[src/rtl/gf_pkg.sv]
// Shared types, constants and helpers for the digit-serial GF(2^n) multiplier.
package gf_pkg;

  localparam int unsigned GF_MAX_WIDTH = 256;
  localparam logic [127:0] GF128_POLY = 128'h87;

  typedef enum logic [1:0] {
    IDLE,
    MUL,
    DONE
  } gf_state_e;

  // Reverses the low w bits of x; bits above w come back as zero.
  function automatic logic [GF_MAX_WIDTH-1:0] bit_rev(input logic [GF_MAX_WIDTH-1:0] x,
                                                       input int unsigned w);
    logic [GF_MAX_WIDTH-1:0] r;
    r = {<<{x}};
    return r >> (GF_MAX_WIDTH - w);
  endfunction

  function automatic bit digit_ok(input int unsigned width, input int unsigned digit);
    return (digit inside {1, 2, 4, 8, 16, 32}) && ((width % digit) == 0) &&
           (width <= GF_MAX_WIDTH) && ((width / digit) >= 2);
  endfunction

endpackage

[src/rtl/gf_mul_serial_if.sv]
// Operand/result handshake bundle for gf_mul_serial.
interface gf_mul_serial_if #(
  parameter int unsigned WIDTH = 128
);
  logic             in_valid;
  logic             in_ready;
  logic [WIDTH-1:0] in_a;
  logic [WIDTH-1:0] in_b;
  logic             in_acc;
  logic             out_valid;
  logic             out_ready;
  logic [WIDTH-1:0] out_data;
  logic             busy;

  modport master (
    output in_valid, in_a, in_b, in_acc, out_ready,
    input  in_ready, out_valid, out_data, busy
  );

  modport slave (
    input  in_valid, in_a, in_b, in_acc, out_ready,
    output in_ready, out_valid, out_data, busy
  );
endinterface

[src/rtl/gf_digit_step.sv]
// One MSB-first Horner step over DIGIT bits of b: p_next = p*x^DIGIT + a*d mod f.
module gf_digit_step
  import gf_pkg::*;
#(
  parameter int unsigned      WIDTH = 128,
  parameter int unsigned      DIGIT = 8,
  parameter logic [WIDTH-1:0] POLY  = WIDTH'(GF128_POLY)
) (
  input  logic [WIDTH-1:0] p,
  input  logic [WIDTH-1:0] a,
  input  logic [DIGIT-1:0] d,
  output logic [WIDTH-1:0] p_next
);

  logic [WIDTH-1:0] acc;
  logic [DIGIT-1:0] dd;

  // Each x^1 shift folds the carried-out term back in through POLY.
  always_comb begin
    acc = p;
    dd  = d;
    for (int unsigned j = 0; j < DIGIT; j++) begin
      acc = {acc[WIDTH-2:0], 1'b0} ^ (acc[WIDTH-1] ? POLY : '0);
      if (dd[DIGIT-1]) acc = acc ^ a;
      dd = dd << 1;
    end
    p_next = acc;
  end

endmodule

[src/rtl/gf_mul_serial.sv]
// Handshaked digit-serial GF(2^WIDTH) multiplier with GHASH accumulate and GCM bit order.
module gf_mul_serial
  import gf_pkg::*;
#(
  parameter int unsigned      WIDTH     = 128,
  parameter int unsigned      DIGIT     = 8,
  parameter logic [WIDTH-1:0] POLY      = WIDTH'(GF128_POLY),
  parameter bit               GCM_ORDER = 1'b1
) (
  input logic            clk,
  input logic            rst,
  gf_mul_serial_if.slave bus
);

  localparam int unsigned      STEPS = WIDTH / DIGIT;
  localparam int unsigned      CNT_W = $clog2(STEPS);
  localparam logic [CNT_W-1:0] LAST  = CNT_W'(STEPS - 1);

  if (!digit_ok(WIDTH, DIGIT)) begin : g_bad_cfg
    $error("gf_mul_serial: illegal WIDTH/DIGIT combination");
  end

  // Reflection is its own inverse, so the same mapping serves entry and exit.
  function automatic logic [WIDTH-1:0] to_core(input logic [WIDTH-1:0] x);
    if (GCM_ORDER) return WIDTH'(bit_rev(GF_MAX_WIDTH'(x), WIDTH));
    return x;
  endfunction

  gf_state_e        state_q, state_d;
  logic [CNT_W-1:0] cnt_q;
  logic [WIDTH-1:0] a_q, b_q, p_q, z_q, out_data_q, p_next;
  logic             in_ready_q, out_valid_q, busy_q;
  logic             load_c, step_c, last_c;

  always_comb begin
    state_d = state_q;
    load_c  = 1'b0;
    step_c  = 1'b0;
    last_c  = 1'b0;
    unique case (state_q)
      IDLE: begin
        if (bus.in_valid) begin
          load_c  = 1'b1;
          state_d = MUL;
        end
      end
      MUL: begin
        step_c = 1'b1;
        if (cnt_q == LAST) begin
          last_c  = 1'b1;
          state_d = DONE;
        end
      end
      DONE: begin
        if (bus.out_ready) state_d = IDLE;
      end
      default: state_d = IDLE;
    endcase
  end

  // Handshake flags are registered copies of the next state.
  always_ff @(posedge clk) begin
    if (rst) begin
      state_q     <= IDLE;
      in_ready_q  <= 1'b1;
      out_valid_q <= 1'b0;
      busy_q      <= 1'b0;
    end else begin
      state_q     <= state_d;
      in_ready_q  <= (state_d == IDLE);
      out_valid_q <= (state_d == DONE);
      busy_q      <= (state_d != IDLE);
    end
  end

  gf_digit_step #(
    .WIDTH(WIDTH),
    .DIGIT(DIGIT),
    .POLY (POLY)
  ) u_step (
    .p     (p_q),
    .a     (a_q),
    .d     (b_q[WIDTH-1 -: DIGIT]),
    .p_next(p_next)
  );

  // Z is kept in core order so the accumulate XOR needs no extra reversal.
  always_ff @(posedge clk) begin
    if (rst) begin
      cnt_q      <= '0;
      a_q        <= '0;
      b_q        <= '0;
      p_q        <= '0;
      z_q        <= '0;
      out_data_q <= '0;
    end else begin
      if (load_c) begin
        a_q   <= (bus.in_acc ? z_q : '0) ^ to_core(bus.in_a);
        b_q   <= to_core(bus.in_b);
        p_q   <= '0;
        cnt_q <= '0;
      end else if (step_c) begin
        p_q   <= p_next;
        b_q   <= b_q << DIGIT;
        cnt_q <= cnt_q + CNT_W'(1);
      end
      if (last_c) begin
        z_q        <= p_next;
        out_data_q <= to_core(p_next);
      end
    end
  end

  assign bus.in_ready  = in_ready_q;
  assign bus.out_valid = out_valid_q;
  assign bus.out_data  = out_data_q;
  assign bus.busy      = busy_q;

endmodule

[src/flat_wrapper.sv]
// flat-port wrapper written by rule: the top's interface ports become plain ports
module gf_mul_serial_flat import gf_pkg::*;
#(
  parameter int unsigned      WIDTH     = 128,
  parameter int unsigned      DIGIT     = 8,
  parameter logic [WIDTH-1:0] POLY      = WIDTH'(GF128_POLY),
  parameter bit               GCM_ORDER = 1'b1
)
  (clk, rst, bus_in_valid, bus_in_a, bus_in_b, bus_in_acc, bus_out_ready, bus_in_ready, bus_out_valid, bus_out_data, bus_busy);
  gf_mul_serial_if #(.WIDTH(WIDTH)) bus_i ();
  input logic clk;
  input logic rst;
  input wire logic [$bits(bus_i.in_valid)-1:0] bus_in_valid;
  input wire logic [$bits(bus_i.in_a)-1:0] bus_in_a;
  input wire logic [$bits(bus_i.in_b)-1:0] bus_in_b;
  input wire logic [$bits(bus_i.in_acc)-1:0] bus_in_acc;
  input wire logic [$bits(bus_i.out_ready)-1:0] bus_out_ready;
  output wire logic [$bits(bus_i.in_ready)-1:0] bus_in_ready;
  output wire logic [$bits(bus_i.out_valid)-1:0] bus_out_valid;
  output wire logic [$bits(bus_i.out_data)-1:0] bus_out_data;
  output wire logic [$bits(bus_i.busy)-1:0] bus_busy;
  assign bus_i.in_valid = bus_in_valid;
  assign bus_i.in_a = bus_in_a;
  assign bus_i.in_b = bus_in_b;
  assign bus_i.in_acc = bus_in_acc;
  assign bus_i.out_ready = bus_out_ready;
  assign bus_in_ready = bus_i.in_ready;
  assign bus_out_valid = bus_i.out_valid;
  assign bus_out_data = bus_i.out_data;
  assign bus_busy = bus_i.busy;
  gf_mul_serial #(.WIDTH(WIDTH), .DIGIT(DIGIT), .POLY(POLY), .GCM_ORDER(GCM_ORDER)) u_core (.clk(clk), .rst(rst), .bus(bus_i));
endmodule
[config.mk]
export PLATFORM = sky130hd
export DESIGN_NAME = gf_mul_serial_flat
export DESIGN_NICKNAME = d
export VERILOG_FILES = /design/src/rtl/gf_pkg.sv /design/src/rtl/gf_mul_serial_if.sv /design/src/rtl/gf_digit_step.sv /design/src/rtl/gf_mul_serial.sv /design/src/flat_wrapper.sv
export SDC_FILE = /design/constraint.sdc
export NUM_CORES = 2
export LEC_CHECK = 0
export CORE_MARGIN = 2
export CORE_UTILIZATION = 50
export CTS_CLUSTER_DIAMETER = 80
export DETAILED_ROUTE_END_ITERATION = 8
export GPL_ROUTABILITY_DRIVEN = 0
export PLACE_DENSITY_LB_ADDON = 0.05
export REMOVE_ABC_BUFFERS = 1
export SLEW_MARGIN = 20
export SYNTH_ARGS = -nofsm -noshare
export SYNTH_HDL_FRONTEND = slang
export SYNTH_SLANG_ARGS = --single-unit
export TNS_END_PERCENT = 10
[constraint.sdc]
create_clock -name clk -period 2.4 [get_ports clk]
set_clock_uncertainty 0.2 [all_clocks]
set_input_delay 0.36 -clock clk [delete_from_list [all_inputs] [get_ports clk]]
set_output_delay 0.36 -clock clk [all_outputs]
set_load 0.02 [all_outputs]
* Word level (Yosys, flattened, before mapping)
Index checks and enable logic that the tools add are counted.
Cells by class: add/subtract/negate cells 1, equal/unequal tests 4, reduce and logical (&&, ||, !) cells 5, multiplexer cells 37, bitwise logic cells 17
Operators with widths (number):
- 128-bit 2-to-1 mux | 16
- 128-bit bitwise XOR | 10
- 128-bit by 8-bit bitwise XOR with 128-bit output | 7
- 8-bit 2-to-1 mux | 8
- 1-bit 2-to-1 mux | 9
- 2-bit 2-to-1 mux | 3
- 2-bit case mux with 3 select lines | 1
- 4-bit by 1-bit adder with 4-bit output (second input constant) | 1
- 2-bit == test (second input constant) | 2
- 4-bit == test (second input constant) | 1
- 2-bit logical NOT | 2
- 2-bit nonzero test | 2
- 2-bit by 1-bit == test with 1-bit output (second input constant) | 1
- 2-bit OR reduction | 1
Word-level totals: register bits after elaboration 649, word-level logic and storage cells 74, input port bits 261, output and inout bits 131

* Depth between registers and ports, before layout
depth after elaboration 33, depth in mapped cells 9, depth with buffers taken out 6

* By module
From an unflattened synthesis, not the netlist that was laid out.
Unflattened totals: cell total of the unflattened synthesis 4881, area, all modules 35221.3 sq um
Modules (own cells, without submodules):
- gf_mul_serial | area each 21171.6 sq um, instances 1, seq. area each 10430.0 sq um, cells each 2584
- gf_digit_step | area each 14049.7 sq um, instances 1, seq. area each 0.0 sq um, cells each 2297

* Least setup slack after synthesis
Ideal clock, no wire load.
kind register -> register, start point reg u_core.a_q[123], end point reg u_core.p_q[2], clock period less this slack 2.159 ns, arrival 1.827 ns, path slack 0.241 ns, buffers on the path 1, stages on the path, launching flop included 8, setup time 0.133 ns, data required time 2.067 ns, path through dfxtp_1 > buf_2 > nand2_1 > xnor3_1 > xnor3_2 > xnor3_2 > xnor2_1 > a21oi_1
Between the ends: longest elaborated chain between the ends 24, elaborated cells on any way between the ends 26, classes of those cells mux (11); bitwise (15)
RTL lines:
- start: declaration | line gf_mul_serial.sv:31 | logic [WIDTH-1:0] a_q, b_q, p_q, z_q, out_data_q, p_next;
- start signal: assignment | line gf_mul_serial.sv:98 | a_q <= (bus.in_acc ? z_q : '0) ^ to_core(bus.in_a);
- 128-bit bitwise XOR | line gf_digit_step.sv:24 | if (dd[DIGIT-1]) acc = acc ^ a;
- 128-bit 2-to-1 mux | line gf_digit_step.sv:24
- 128-bit by 8-bit bitwise XOR with 128-bit output | line gf_digit_step.sv:23 | acc = {acc[WIDTH-2:0], 1'b0} ^ (acc[WIDTH-1] ? POLY : '0);
- 128-bit bitwise XOR | line gf_digit_step.sv:24
- 128-bit 2-to-1 mux | line gf_digit_step.sv:24
- 128-bit by 8-bit bitwise XOR with 128-bit output | line gf_digit_step.sv:23
- 128-bit bitwise XOR | line gf_digit_step.sv:24
- 128-bit 2-to-1 mux * | line gf_digit_step.sv:24
- [... 8 more ...]
- 128-bit bitwise XOR | line gf_digit_step.sv:24
- 128-bit 2-to-1 mux * | line gf_digit_step.sv:24
- 128-bit by 8-bit bitwise XOR with 128-bit output * | line gf_digit_step.sv:23
- 128-bit bitwise XOR | line gf_digit_step.sv:24
- 128-bit 2-to-1 mux * | line gf_digit_step.sv:24
- 128-bit by 8-bit bitwise XOR with 128-bit output * | line gf_digit_step.sv:23
- 128-bit bitwise XOR | line gf_digit_step.sv:24
- 128-bit 2-to-1 mux * | line gf_digit_step.sv:24
- end signal: assignment | line gf_mul_serial.sv:103 | p_q <= p_next;
- end: declaration | line gf_mul_serial.sv:31
Mark *: on every way between the ends. The rest lies on a longest branch, timed or not. A chain may end at the register's enable or synchronous reset.

* Worst setup path after layout
start point reg u_core.out_data_q[7] (netlist: u_core.bus.out_data[7]), end point out bus_out_data[7]
RTL lines:
- start: declaration | line gf_mul_serial.sv:31
- start signal: assignment | line gf_mul_serial.sv:109 | out_data_q <= to_core(p_next);
- end: declaration | line flat_wrapper.sv:20 | output wire logic [$bits(bus_i.out_data)-1:0] bus_out_data;
No word-level cell between the ends.

==> impl_metrics.ini <==
[timing]
hold_viol = 0
tightestPinTransition_ns = 0.557
timing.final.crit_share_pct = 97.4
drv_slew = 0
clock.fmax_ghz = 0.428
setup-violations-final = 0
layout_setup_ws_ns = 0.0621
slew_headroom_pct = 62.6
holdWs_ns = 0.147
grt_setup_unrepaired = false
post-route-min-period_ns = 2.34

[setup_path]
cp_max_fo = 3
critical_path_class = register to primary output
cp.required_ns = 1.84
slowest_stage = clkdlybuf4s50_1
critPathTopFamily = buffers and inverters
crit_chain = clkdlybuf4s50_1
critPathArrivalTime_ns = 1.78
cp.buffers_inverters = 1
cp-end-kind = primary output
slowest_delay_ns = 0.73
critPathLaunchType = register

[synth]
ys.flop_type = dfxtp_1
synth_edf_count = 0
synthArstFlopShare_pct = 0
yosysWarnings = 0
synth_seq_cells = 521
postSynthCellCount = 4580
ys_types = 33
synth-seq-area-share_pct = 30.0
netlist_area_um2 = 34700
avgSynthCellArea_um2 = 7.59

[power]
finalPower_mw = 26.4
powerDensity_nw_per_um2 = 629
p_seq_share_pct = 38.0
pwr-share-comb_pct = 27.1
p_int_mw = 18.0
p_leak_nw = 15.1
peakVddDrop_v = 0.000546
clkPwrFrac_pct = 34.9
sw_frac_of_total_pct = 31.7
switchingPower_mw = 8.35

[detailed_routing]
firstDrtPassIters = 7
first_iter_violations = 2263
route.antenna.remaining_nets = 0
via_per_inst = 5.34
wl_mm = 105
wire_per_inst_um = 18.4
drc = 0
vias = 30481

[cts]
cts_root_buf = clkbuf_16
h-tree-depth = 2
cts-buffers-inserted = 58
post_cts_buffers = 0
cts_buffer_depth = 3
clock-sinks = 521
cts_tree = built
clk_pin_slew_ns = 0.07
clock_latency_ns = 0.65

[cells_and_area]
layout-drive-gt1-share_pct = 5.66
syn2layout_area_growth_pct = 20.5
nets = 4986
final_util_pct = 61.0
fin_area_um2 = 41900

[grt]
globalRoute.totalOverflow = 0
grt_pass1_wl_mm = 166
grt_pass1_vias = 29570
antenna_found_initial = 7
track_usage_pct = 28.9
grt_max_degree = 115

[die]
pin_count = 392
fp.dieW_um = 268
core-area_um2 = 68700
rows = 96
die_area_um2 = 71600
initial_utilization_pct = 50.6
die_h_um = 268

[placed_design]
place_area_um2 = 39900
dp_worst_setup_slack_ns = 0.125
port_buffers = 391
dp_hpwl_mm = 69.5

[hold_path]
hp-class = input pin to register

[job]
maxCapViolCount = 0

[outcome]
run_status = completed
==> repair_timing <==
item	CTS	global route
gates resized for setup	1	0
hold endpoints to repair	19	0
hold buffers	1	0
setup endpoints to repair	1	0
==> through the flow <==
step            TNS, ns  std cells
2_1_floorplan  -2994.80       4130
3_3_place_gp          0       5594
3_5_place_dp          0       5594
4_1_cts               0       5703
5_1_grt               0       5706
6_report              0       5706
==> sequential cells by signal (all words and copies together) (netlist names), 2 cells and up <==
register	count
u_core.bus.out_data	127
u_core.state_q	2
u_core.p_q	128
u_core.a_q	128
u_core.b_q	128
u_core.cnt_q	4
==> metal layers <==
metal | track usage [%] | vias to the layer above | wire length, µm
met1 | 39.1 | 14499 | 46300
met3 | 4.58 | 155 | 7130
met5 | 0 | - | 54
met4 | 8.23 | 8 | 2400
li1 | - | 14896 | -
met2 | 47.6 | 923 | 48900
==> layout make-up <==
class / instances / area, µm²
multi-input combinational: 3494 / 22100
tap: 931 / 1160
clock inverter: 30 / 324
clock buffer: 78 / 1640
sequential: 521 / 10500
antenna: 3 / 7.51
fill: 6380 / 26800
inverter: 115 / 434
timing repair buffer: 534 / 5740
==> cell usage after synthesis, types with 2 or more instances <==
library cell | number | share of area (%)
a211oi_1 | 145 | 3.1
a21oi_1 | 243 | 3.5
a221oi_1 | 112 | 2.8
a22oi_1 | 8 | 0.17
buf_1 | 25 | 0.27
buf_2 | 80 | 1.2
buf_4 | 5 | 0.11
buf_6 | 2 | 0.065
clkbuf_1 | 338 | 3.7
dfxtp_1 | 521 | 30
inv_1 | 115 | 1.2
nand2_1 | 1624 | 18
nand3_1 | 2 | 0.029
nor2_1 | 178 | 1.9
nor3_1 | 4 | 0.058
o21ai_0 | 6 | 0.086
o22ai_1 | 119 | 2.1
o31ai_1 | 2 | 0.043
or2_2 | 2 | 0.036
xnor2_1 | 634 | 16
xnor2_2 | 4 | 0.19
xnor3_1 | 134 | 8.7
xnor3_2 | 3 | 0.21
xor2_1 | 265 | 6.7
==> cell usage in the layout (no fill, tap or decap), drive strengths merged, types with 119 or more instances in the layout <==
cell and instances:
a21oi 243, a211oi 146, nand2 1625, dfxtp 521, clkdlybuf4s50 388, buf 144, nor2 178, xor2 265
xnor2 638, xnor3 137, o22ai 119
==> power by group through the flow <==
stage	Combinational (mW)	Sequential [mW]	Clock [mW]
floorplan	4.50	10.2	0
global placement	7.08	10.2	0
detailed placement	7.11	10.2	0
CTS	7.15	10.0	9.42
global route	7.69	10.1	9.73
finish	7.13	10.0	9.20
==> worst paths after layout <==
path                                              start  slack (ns)  depth (start not counted)                  endpoint
worst max-delay path             u_core.bus.out_data[7]        0.06                          1           bus_out_data[7]
worst min-delay path                      bus_in_b[120]        0.15                          3             u_core.b_q[7]
worst max register to register          u_core.b_q[124]        0.12                          6  u_core.bus.out_data[118]
worst min register to register  u_core.bus.out_data[77]        0.27                          2   u_core.bus.out_data[77]
==> cell families after synthesis <==
group / share of synthesized area [%]
AND/OR/NAND/NOR: 19.7
XOR/XNOR: 31.8
flip-flops: 30.0
AO/OA/AOI/OAI: 12.0
adder cells (fa/ha/maj): 0.0360
buffers and inverters: 6.49
Note: power is estimated with default switching activity, not from simulation.
==> edit, RTL diff (same flow settings) <==
`WIDTH` is set to 128 in 4 places; all go to 64.
--- a/src/rtl/gf_mul_serial_if.sv
+++ b/src/rtl/gf_mul_serial_if.sv
@@ -2,3 +2,3 @@
 interface gf_mul_serial_if #(
-  parameter int unsigned WIDTH = 128
+  parameter int unsigned WIDTH = 64
 );
--- a/src/rtl/gf_digit_step.sv
+++ b/src/rtl/gf_digit_step.sv
@@ -4,3 +4,3 @@
 #(
-  parameter int unsigned      WIDTH = 128,
+  parameter int unsigned      WIDTH = 64,
   parameter int unsigned      DIGIT = 8,
--- a/src/rtl/gf_mul_serial.sv
+++ b/src/rtl/gf_mul_serial.sv
@@ -4,3 +4,3 @@
 #(
-  parameter int unsigned      WIDTH     = 128,
+  parameter int unsigned      WIDTH     = 64,
   parameter int unsigned      DIGIT     = 8,
--- a/src/flat_wrapper.sv
+++ b/src/flat_wrapper.sv
@@ -3,3 +3,3 @@
 #(
-  parameter int unsigned      WIDTH     = 128,
+  parameter int unsigned      WIDTH     = 64,
   parameter int unsigned      DIGIT     = 8,
Interface: changed (resized bus_in_a, bus_in_b and bus_out_data); port bits go from 392 to 200. The function was not compared with the original's and may differ.
==> edit against the unedited design <==
- synthesized cell count decreased by 50%
- register-to-register slack lost 0.03 ns
- sequential cell count fell by 257
- critical path depth rose by 6
- wire length down 53%
- synthesized area shrank 50%
- die area shrank 49%
- sequential share of layout area increased by 0.22 points
- worst setup slack improved by 0.032 ns
- total power down 50%
- maximum frequency rose by 1.4%
- first-iteration DRC count decreased by 59%
- design area fell by 50%
- count of clock-buffer cells in the layout down 34
- highest routed layer is now met4
==> edit: results <==
INSERT INTO impl_metrics (metric_group, metric, value, unit) VALUES
('outcome', 'status', 'finished clean', ''),
('yosys', 'yosysUniqueCellTypes', '29', ''),
('placed_design', 'io_buffer_count', '199', ''),
('worst_setup_path', 'critical-path-top-delay-family', 'XOR/XNOR gates', ''),
('sta', 'slew_headroom', '49.2', '%'),
('worst_setup_path', 'crit_path_max_fanout', '9', ''),
('cells_and_area', 'biggestRegsByFlops', 'u_core.a_q: 64 flops, u_core.b_q: 64 flops, u_core.p_q: 64 flops', ''),
('cells_and_area', 'antenna_cells', '0', ''),
('worst_setup_path', 'critPathSlowestCell', 'sky130_fd_sc_hd__dfxtp_2', ''),
('grt', 'antenna_found_initial', '0', ''),
('drt', 'via_count', '15400', ''),
('clocking', 'numCtsBuffers', '30', ''),
('grt', 'grt_pass1_wl', '79700', 'um'),
('placed_design', 'post-place-ws', '0.0718', 'ns'),
('yosys', 'synth_common_cells', 'sky130_fd_sc_hd__nand2_1, sky130_fd_sc_hd__xnor2_1, sky130_fd_sc_hd__dfxtp_1', ''),
('placed_design', 'placed_area', '20000', 'um^2'),
('drt', 'drt_pre_antenna_iters', '5', ''),
('power', 'max_rail_drop_vdd', '0.715', 'mV'),
('drt', 'drt_first_iter_violations', '933', ''),
('placed_design', 'hpwlAfterDp', '33400', 'um');
[edit: per-layer routing]
metal / track usage, % / vias to the layer above / wire [um]
met5: 0 / - / 0
met4: 8.02 / 0 / 1330
met3: 4.63 / 82 / 3070
met2: 44.3 / 443 / 23000
met1: 36.0 / 7363 / 22200
li1: - / 7522 / -
[edit: area by class of cell]
class                   instances  share of cell area [%]
multi-input cells            1763                    53.5
flip-flops and latches        264                    25.2
repair buffers                278                    13.1
clock buffers                  44                    4.06
well taps                     455                    2.71
inverters                      51                   0.911
clock inverters                 7                   0.494
[edit: logic make-up (layout without fill, tap and decap cells)]
logic type	after synthesis	in the layout	share of synthesized area, %
XOR/XNOR	530	530	32.1
AND/OR/NAND/NOR	913	913	19.7
adder cells (fa/ha/maj)	2	2	0.143
flip-flops	264	264	30.1
AO/OA/AOI/OAI	318	318	11.9
buffers and inverters	275	380	6.03
[edit: path summary, 6_finish.rpt]
kind	start	endpoint	slack, ns
min	bus_in_b[59]	u_core.b_q[4]	0.23
min reg2reg	u_core.b_q[43]	u_core.b_q[43]	0.27
max reg2reg	u_core.b_q[56]	u_core.bus.out_data[55]	0.09
max	u_core.b_q[56]	u_core.bus.out_data[55]	0.09
[edit: what timing repair did]
item                       4_1_cts  5_1_grt
hold buffers                     1        0
hold endpoints to repair        26        0
setup endpoints to repair        0       11
gates resized for setup          0        5
[edit: stage by stage]
stage	std cells	power, uW	setup TNS, ns
global placement	2810	8800	0
finish	2862	13300	0
floorplan	2078	7500	-626.47
global route	2862	13900	-0.00563
detailed placement	2810	8850	0
CTS	2862	13400	0
[edit: power breakdown]
part	internal, uW	switching (uW)	total (uW)
clock	2650	1840	4490
sequential	4660	403	5070
combinational	1860	1870	3740
total	9180	4120	13300
